## config.mk

```make
export PLATFORM = sky130hd
export DESIGN_NAME = ex_mc_sequencer
export DESIGN_NICKNAME = d
export VERILOG_FILES = /design/src/rtl/ex_mc_sequencer.sv
export SDC_FILE = /design/constraint.sdc
export NUM_CORES = 1
export LEC_CHECK = 0
export ABC_AREA = 1
export CAP_MARGIN = 20
export CORE_MARGIN = 2
export CORE_UTILIZATION = 41
export CTS_BUF_LIST = sky130_fd_sc_hd__clkbuf_2
export DETAILED_ROUTE_END_ITERATION = 16
export PLACE_DENSITY = 0.8
export SYNTH_ARGS = -nofsm -noshare
export SYNTH_HDL_FRONTEND = slang
export SYNTH_SLANG_ARGS = --single-unit
```

## constraint.sdc

```tcl
create_clock -name clk -period 2.4 [get_ports clk]
set_clock_uncertainty 0.05 [all_clocks]
set_input_delay 0.48 -clock clk [delete_from_list [all_inputs] [get_ports clk]]
set_output_delay 0.48 -clock clk [all_outputs]
set_load 0.1 [all_outputs]
```

## src/rtl/ex_mc_sequencer.sv

```systemverilog
// Multi-cycle execute-stage sequencer: accepts one FP/INT long-latency op, times it
// against the functional unit, then holds the result until writeback takes it.
module ex_mc_sequencer #(
    parameter int LAT_FADD = 7,
    parameter int LAT_FMUL = 6,
    parameter int LAT_FDIV = 6,
    parameter int LAT_CVT  = 2,
    parameter int LAT_IMUL = 3,
    parameter int LAT_IDIV = 8,
    parameter int CNT_W    = 4
) (
    input  logic        clk,
    input  logic        rst,
    input  logic        issue_valid,
    input  logic        issue_unit,
    input  logic [3:0]  issue_op,
    input  logic [4:0]  issue_dst,
    output logic        issue_ready,
    output logic        mc_op,
    output logic        fu_start,
    output logic [3:0]  fu_op,
    output logic        fu_unit,
    output logic        fu_addsub,
    output logic        fu_kill,
    input  logic [31:0] fu_result,
    input  logic        flush,
    output logic        busy,
    output logic        done_valid,
    output logic [31:0] done_data,
    output logic [4:0]  done_dst,
    output logic        done_unit,
    input  logic        done_ack
);

    typedef enum logic [1:0] {IDLE, RUN, DONE} state_t;

    state_t           state, state_nxt;
    logic [CNT_W-1:0] cnt;
    logic [4:0]       dst_q;
    logic             accept;
    logic             run_end;

    function automatic logic is_mc(input logic unit, input logic [3:0] op);
        case ({unit, op})
            5'b1_1000, 5'b1_1001, 5'b1_1011, 5'b1_1100,
            5'b1_1101, 5'b1_1110,
            5'b0_0011, 5'b0_0100, 5'b0_0101: is_mc = 1'b1;
            default:                         is_mc = 1'b0;
        endcase
    endfunction

    // Counter preload is LAT-1 so that RUN spans exactly LAT cycles.
    function automatic logic [CNT_W-1:0] lat_m1(input logic unit, input logic [3:0] op);
        case ({unit, op})
            5'b1_1000, 5'b1_1001: lat_m1 = CNT_W'(LAT_CVT - 1);
            5'b1_1011, 5'b1_1100: lat_m1 = CNT_W'(LAT_FADD - 1);
            5'b1_1101:            lat_m1 = CNT_W'(LAT_FMUL - 1);
            5'b1_1110:            lat_m1 = CNT_W'(LAT_FDIV - 1);
            5'b0_0011:            lat_m1 = CNT_W'(LAT_IMUL - 1);
            5'b0_0100, 5'b0_0101: lat_m1 = CNT_W'(LAT_IDIV - 1);
            default:              lat_m1 = '0;
        endcase
    endfunction

    assign mc_op     = is_mc(issue_unit, issue_op);
    assign fu_addsub = (state == RUN) && fu_unit && (fu_op == 4'b1011);

    always_ff @(posedge clk or posedge rst) begin
        if (rst) state <= IDLE;
        else     state <= state_nxt;
    end

    always_comb begin
        state_nxt   = state;
        issue_ready = 1'b0;
        busy        = 1'b0;
        done_valid  = 1'b0;
        accept      = 1'b0;
        run_end     = 1'b0;
        case (state)
            IDLE: begin
                issue_ready = 1'b1;
                accept      = issue_valid && mc_op && !flush;
                busy        = accept;
                if (accept) state_nxt = RUN;
            end
            RUN: begin
                busy = 1'b1;
                if (flush) begin
                    state_nxt = IDLE;
                end else if (cnt == '0) begin
                    run_end   = 1'b1;
                    state_nxt = DONE;
                end
            end
            DONE: begin
                done_valid  = 1'b1;
                issue_ready = done_ack;
                busy        = !done_ack;
                if (flush) begin
                    state_nxt = IDLE;
                end else if (done_ack) begin
                    // Back-to-back issue reuses the ack cycle, no IDLE bubble.
                    accept    = issue_valid && mc_op;
                    state_nxt = accept ? RUN : IDLE;
                end
            end
            default: state_nxt = IDLE;
        endcase
        if (rst) begin
            issue_ready = 1'b0;
            busy        = 1'b0;
        end
    end

    always_ff @(posedge clk or posedge rst) begin
        if (rst) begin
            cnt       <= '0;
            fu_start  <= 1'b0;
            fu_kill   <= 1'b0;
            fu_op     <= '0;
            fu_unit   <= 1'b0;
            dst_q     <= '0;
            done_data <= '0;
            done_dst  <= '0;
            done_unit <= 1'b0;
        end else begin
            fu_start <= accept;
            fu_kill  <= (state == RUN) && flush;
            if (accept) begin
                cnt     <= lat_m1(issue_unit, issue_op);
                fu_op   <= issue_op;
                fu_unit <= issue_unit;
                dst_q   <= issue_dst;
            end else if ((state == RUN) && (cnt != '0)) begin
                cnt <= cnt - CNT_W'(1);
            end
            if (run_end) begin
                done_data <= fu_result;
                done_dst  <= dst_q;
                done_unit <= fu_unit;
            end
        end
    end

endmodule

```

==> results.tsv <==
stage	metric	value	unit
sta	min_period_over_period	94.05	%
sta	period_needed	2.257	ns
detailed_routing	finalWirelength	6.023	mm
clock_network	insertion_delay	0.44	ns
sta	setup_viol	0	
placed_design	place.gp.congestion	0.8260	
detailed_routing	drc_errors	0	
sta	fmax	0.4430	GHz
clock_network	cts_tree	yes	
worst_setup_path	r2r-end	done_data[25]	
layout	stdcell_count	487	
detailed_routing	vias_per_cell	4.803	
placed_design	dp_cells	479	
clock_network	clk_pin_slew	0.26	ns
clock_network	h-tree-depth	2	
logic_synthesis	yosysUniqueCellTypes	20	
logic_synthesis	ys_warn_count	0	
floorplan	die-area	6850	um^2
placed_design	port_buffers	96	
layout	layout_commonest_cell	nand2_1	
worst_setup_path	slowest_stage	clkdlybuf4s50_1	
worst_setup_path	endpoint	busy	
clock_network	cts_buffers	5	
outcome	outcome	complete, no violations	
worst_setup_path	path_depth	8	
power	ir_drop	0.0009876	V
clock_network	cts-root-buf	clkbuf_2	
logic_synthesis	syn-cell-area	2544	um^2
sta	report.final.slew_viol_count	0	
layout	final_layout_size_suffix_gt1_share	21.84	%
global_route	grt.overflow.total	0	
logic_synthesis	synth_edf_count	0	
worst_setup_path	reg2reg_from	cnt[0]	
min_path	worstHoldPathType	in2reg	
detailed_routing	wl_met3	609	um
layout	antenna_cells	0	
min_path	whs_path_depth	3	
floorplan	die-height	82.77	um
detailed_routing	num_vias	2339	
logic_synthesis	ys.flop_type	dfrtp_1	
worst_setup_path	worstSetupStartpoint	issue_op[3]	
clock_network	cts_buffer_depth	2	
worst_setup_path	worstPathRequired	1.87	ns
detailed_routing	wl_per_cell	12.37	um
global_route	grt_start_max_net_pins	57	
worst_setup_path	cpMostUsedCell	nand2_1	
sta	max_slew_margin	53.74	%
detailed_routing	ant_nets	0	
logic_synthesis	yosys.area.top_type_share	55.09	%
floorplan	ios	97	
sta	rsz0062_at_grt	false	
run	maxCapViolations	0	
logic_synthesis	synth_area_per_cell	8.259	um^2
worst_setup_path	reg2reg_slack	0.76	ns
power	p_leak	2.003	nW
worst_setup_path	worstSetupPathType	in2out	
layout	final_net_count	463	
clock_network	cts_sinks	56	
logic_synthesis	yosysTopAreaCell	dfrtp_1	
logic_synthesis	synth_seq_area_share	55.09	%
detailed_routing	top_layer	met4	
placed_design	dp_slack	-0.09031	ns
detailed_routing	met1Wirelength	2.566	mm
sta	worst_pin_slew	0.6939	ns
detailed_routing	drt-initial-drc-count	84	
layout	finalCoreUtilization	61.18	%
global_route	grt_pass1_vias	2163	
placed_design	hpwl	4.409	mm
floorplan	row_count	28	
worst_setup_path	cp_cell_sequence	clkdlybuf4s50_1 -> nand2_1 -> inv_1 -> nand3_2 -> nand2_4 -> nand2_1 -> a21oi_4 -> buf_12	
worst_setup_path	crit_fanout	4	
floorplan	initial_core_util	42.71	%
logic_synthesis	synthArstFlopShare	100.0	%
clock_network	post_cts_buffers	0	
sta	worst_slack	0.1428	ns
sta	hold_viol	0	
layout	syn_to_final_growth	43.24	%
logic_synthesis	synthCells	308	
worst_setup_path	slowest_delay	0.49	ns
global_route	antenna_found_initial	0	
worst_setup_path	cp_top_family	buffers and inverters	
floorplan	core_area	5956	um^2
global_route	grt.total_usage	18.02	%
power	powerDensity	1374	nW/um^2
logic_synthesis	synth-seq-cells	56	
worst_setup_path	critPathArrivalTime	1.73	ns
logic_synthesis	syn_nets	360	
global_route	grt_pass1_wl	9.439	mm
layout	mostFrequentLayoutCells	133 x nand2_1, 60 x buf_4, 52 x dfrtp_1	
logic_synthesis	synth_area_leaders	dfrtp_1 55%, nand2_1 20%, nand3_1 8.7%, inv_1 3.1%, ha_1 2.5%	
floorplan	die_w	82.77	um
clock_network	hold_buffers	0	
worst_setup_path	r2r_cells	7	
worst_setup_path	end_kind	output pin	
worst_setup_path	critPathBufInv	3	
detailed_routing	drt_pre_antenna_iters	4	
worst_setup_path	cp-start-kind	input port	
detailed_routing	wl_met2	2.797	mm
-- registers in the layout (all words and copies together) (netlist names) --
name	flops
done_dst	5
fu_kill	1
fu_op	4
fu_start	1
done_unit	1
fu_unit	1
dst_q	5
state	2
cnt	4
done_data	32
-- cell usage after synthesis, types with 2 or more instances --
cell and count:
nand2_1 133, dfrtp_1 56, nand3_1 44, inv_1 21
nor2_1 12, buf_4 6, o21ai_1 6, buf_2 5
ha_1 5, inv_2 3, a21oi_1 2, buf_6 2
nand2_2 2, nand3_2 2, nor2_4 2, nor3_1 2
o21ai_0 2
-- cell families after synthesis --
family                   count (synthesis)  share of synthesized area [%]
buffers and inverters                   38                          7.329
AND/OR/NAND/NOR                        198                          32.86
AO/OA/AOI/OAI                           11                          2.263
flip-flops                              56                          55.09
adder cells (fa/ha/maj)                  5                          2.459
-- power by group --
| part | internal [mW] | switching, mW | total [mW] |
|---|---|---|---|
| sequential | 1.25 | 0.190 | 1.44 |
| clock | 0.173 | 0.293 | 0.466 |
| combinational | 0.616 | 2.48 | 3.10 |
| total | 2.04 | 2.96 | 5.01 |
-- final cells by class --
cell class	count	area, um^2
Tap cell	75	93.84
Multi-Input combinational cell	214	991.0
Inverter	24	93.84
Clock buffer	5	25.02
Fill cell	535	2312
Clock inverter	3	42.54
Sequential cell	56	1406
Timing Repair Buffer	110	991.0
-- worst reg2reg max path, cell delays in order (launching register included) --
cell and delay (ns):
dfrtp_1 0.46, inv_1 0.09, ha_1 0.21, nand2_1 0.08
nor2_2 0.10, buf_4 0.37, nand3_1 0.15, nand2_1 0.09
-- metal layers --
layer  vias to the layer above  track usage, %
met5                         -               0
met4                         0           5.738
met3                         4           5.652
met2                        76           32.02
met1                      1088           20.59
li1                       1171               -
-- through the flow --
stage | power (mW) | setup TNS, ns | hold slack [ns] | cell area, um^2
global placement | 4.544 | -0.05331 | 0.4055 | 3571
global route | 5.259 | 0 | 0.3066 | 3643
detailed placement | 4.579 | -0.09031 | 0.4096 | 3571
floorplan | 3.872 | -0.02306 | 0.3995 | 2580
CTS | 5.043 | 0 | 0.4641 | 3641
finish | 5.007 | 0 | 0.3339 | 3643
-- worst min-delay path by stage --
| stage | startpoint | end | slack, ns |
|---|---|---|---|
| after detailed placement | done_unit | done_unit | 0.41 |
| final | issue_op[2] | fu_op[2] | 0.33 |
| after CTS | issue_dst[4] | dst_q[4] | 0.46 |
| after global placement | done_data[28] | done_data[28] | 0.41 |
| after global routing | issue_op[2] | fu_op[2] | 0.31 |
| after floorplan | dst_q[0] | dst_q[0] | 0.40 |
-- timing repair --
action,in CTS,in global routing
endpoints found under the hold margin,0,0
gates resized for setup,3,1
setup endpoints to repair,1,1
pin swaps,1,0
Note: power is estimated with default switching activity, not from simulation.
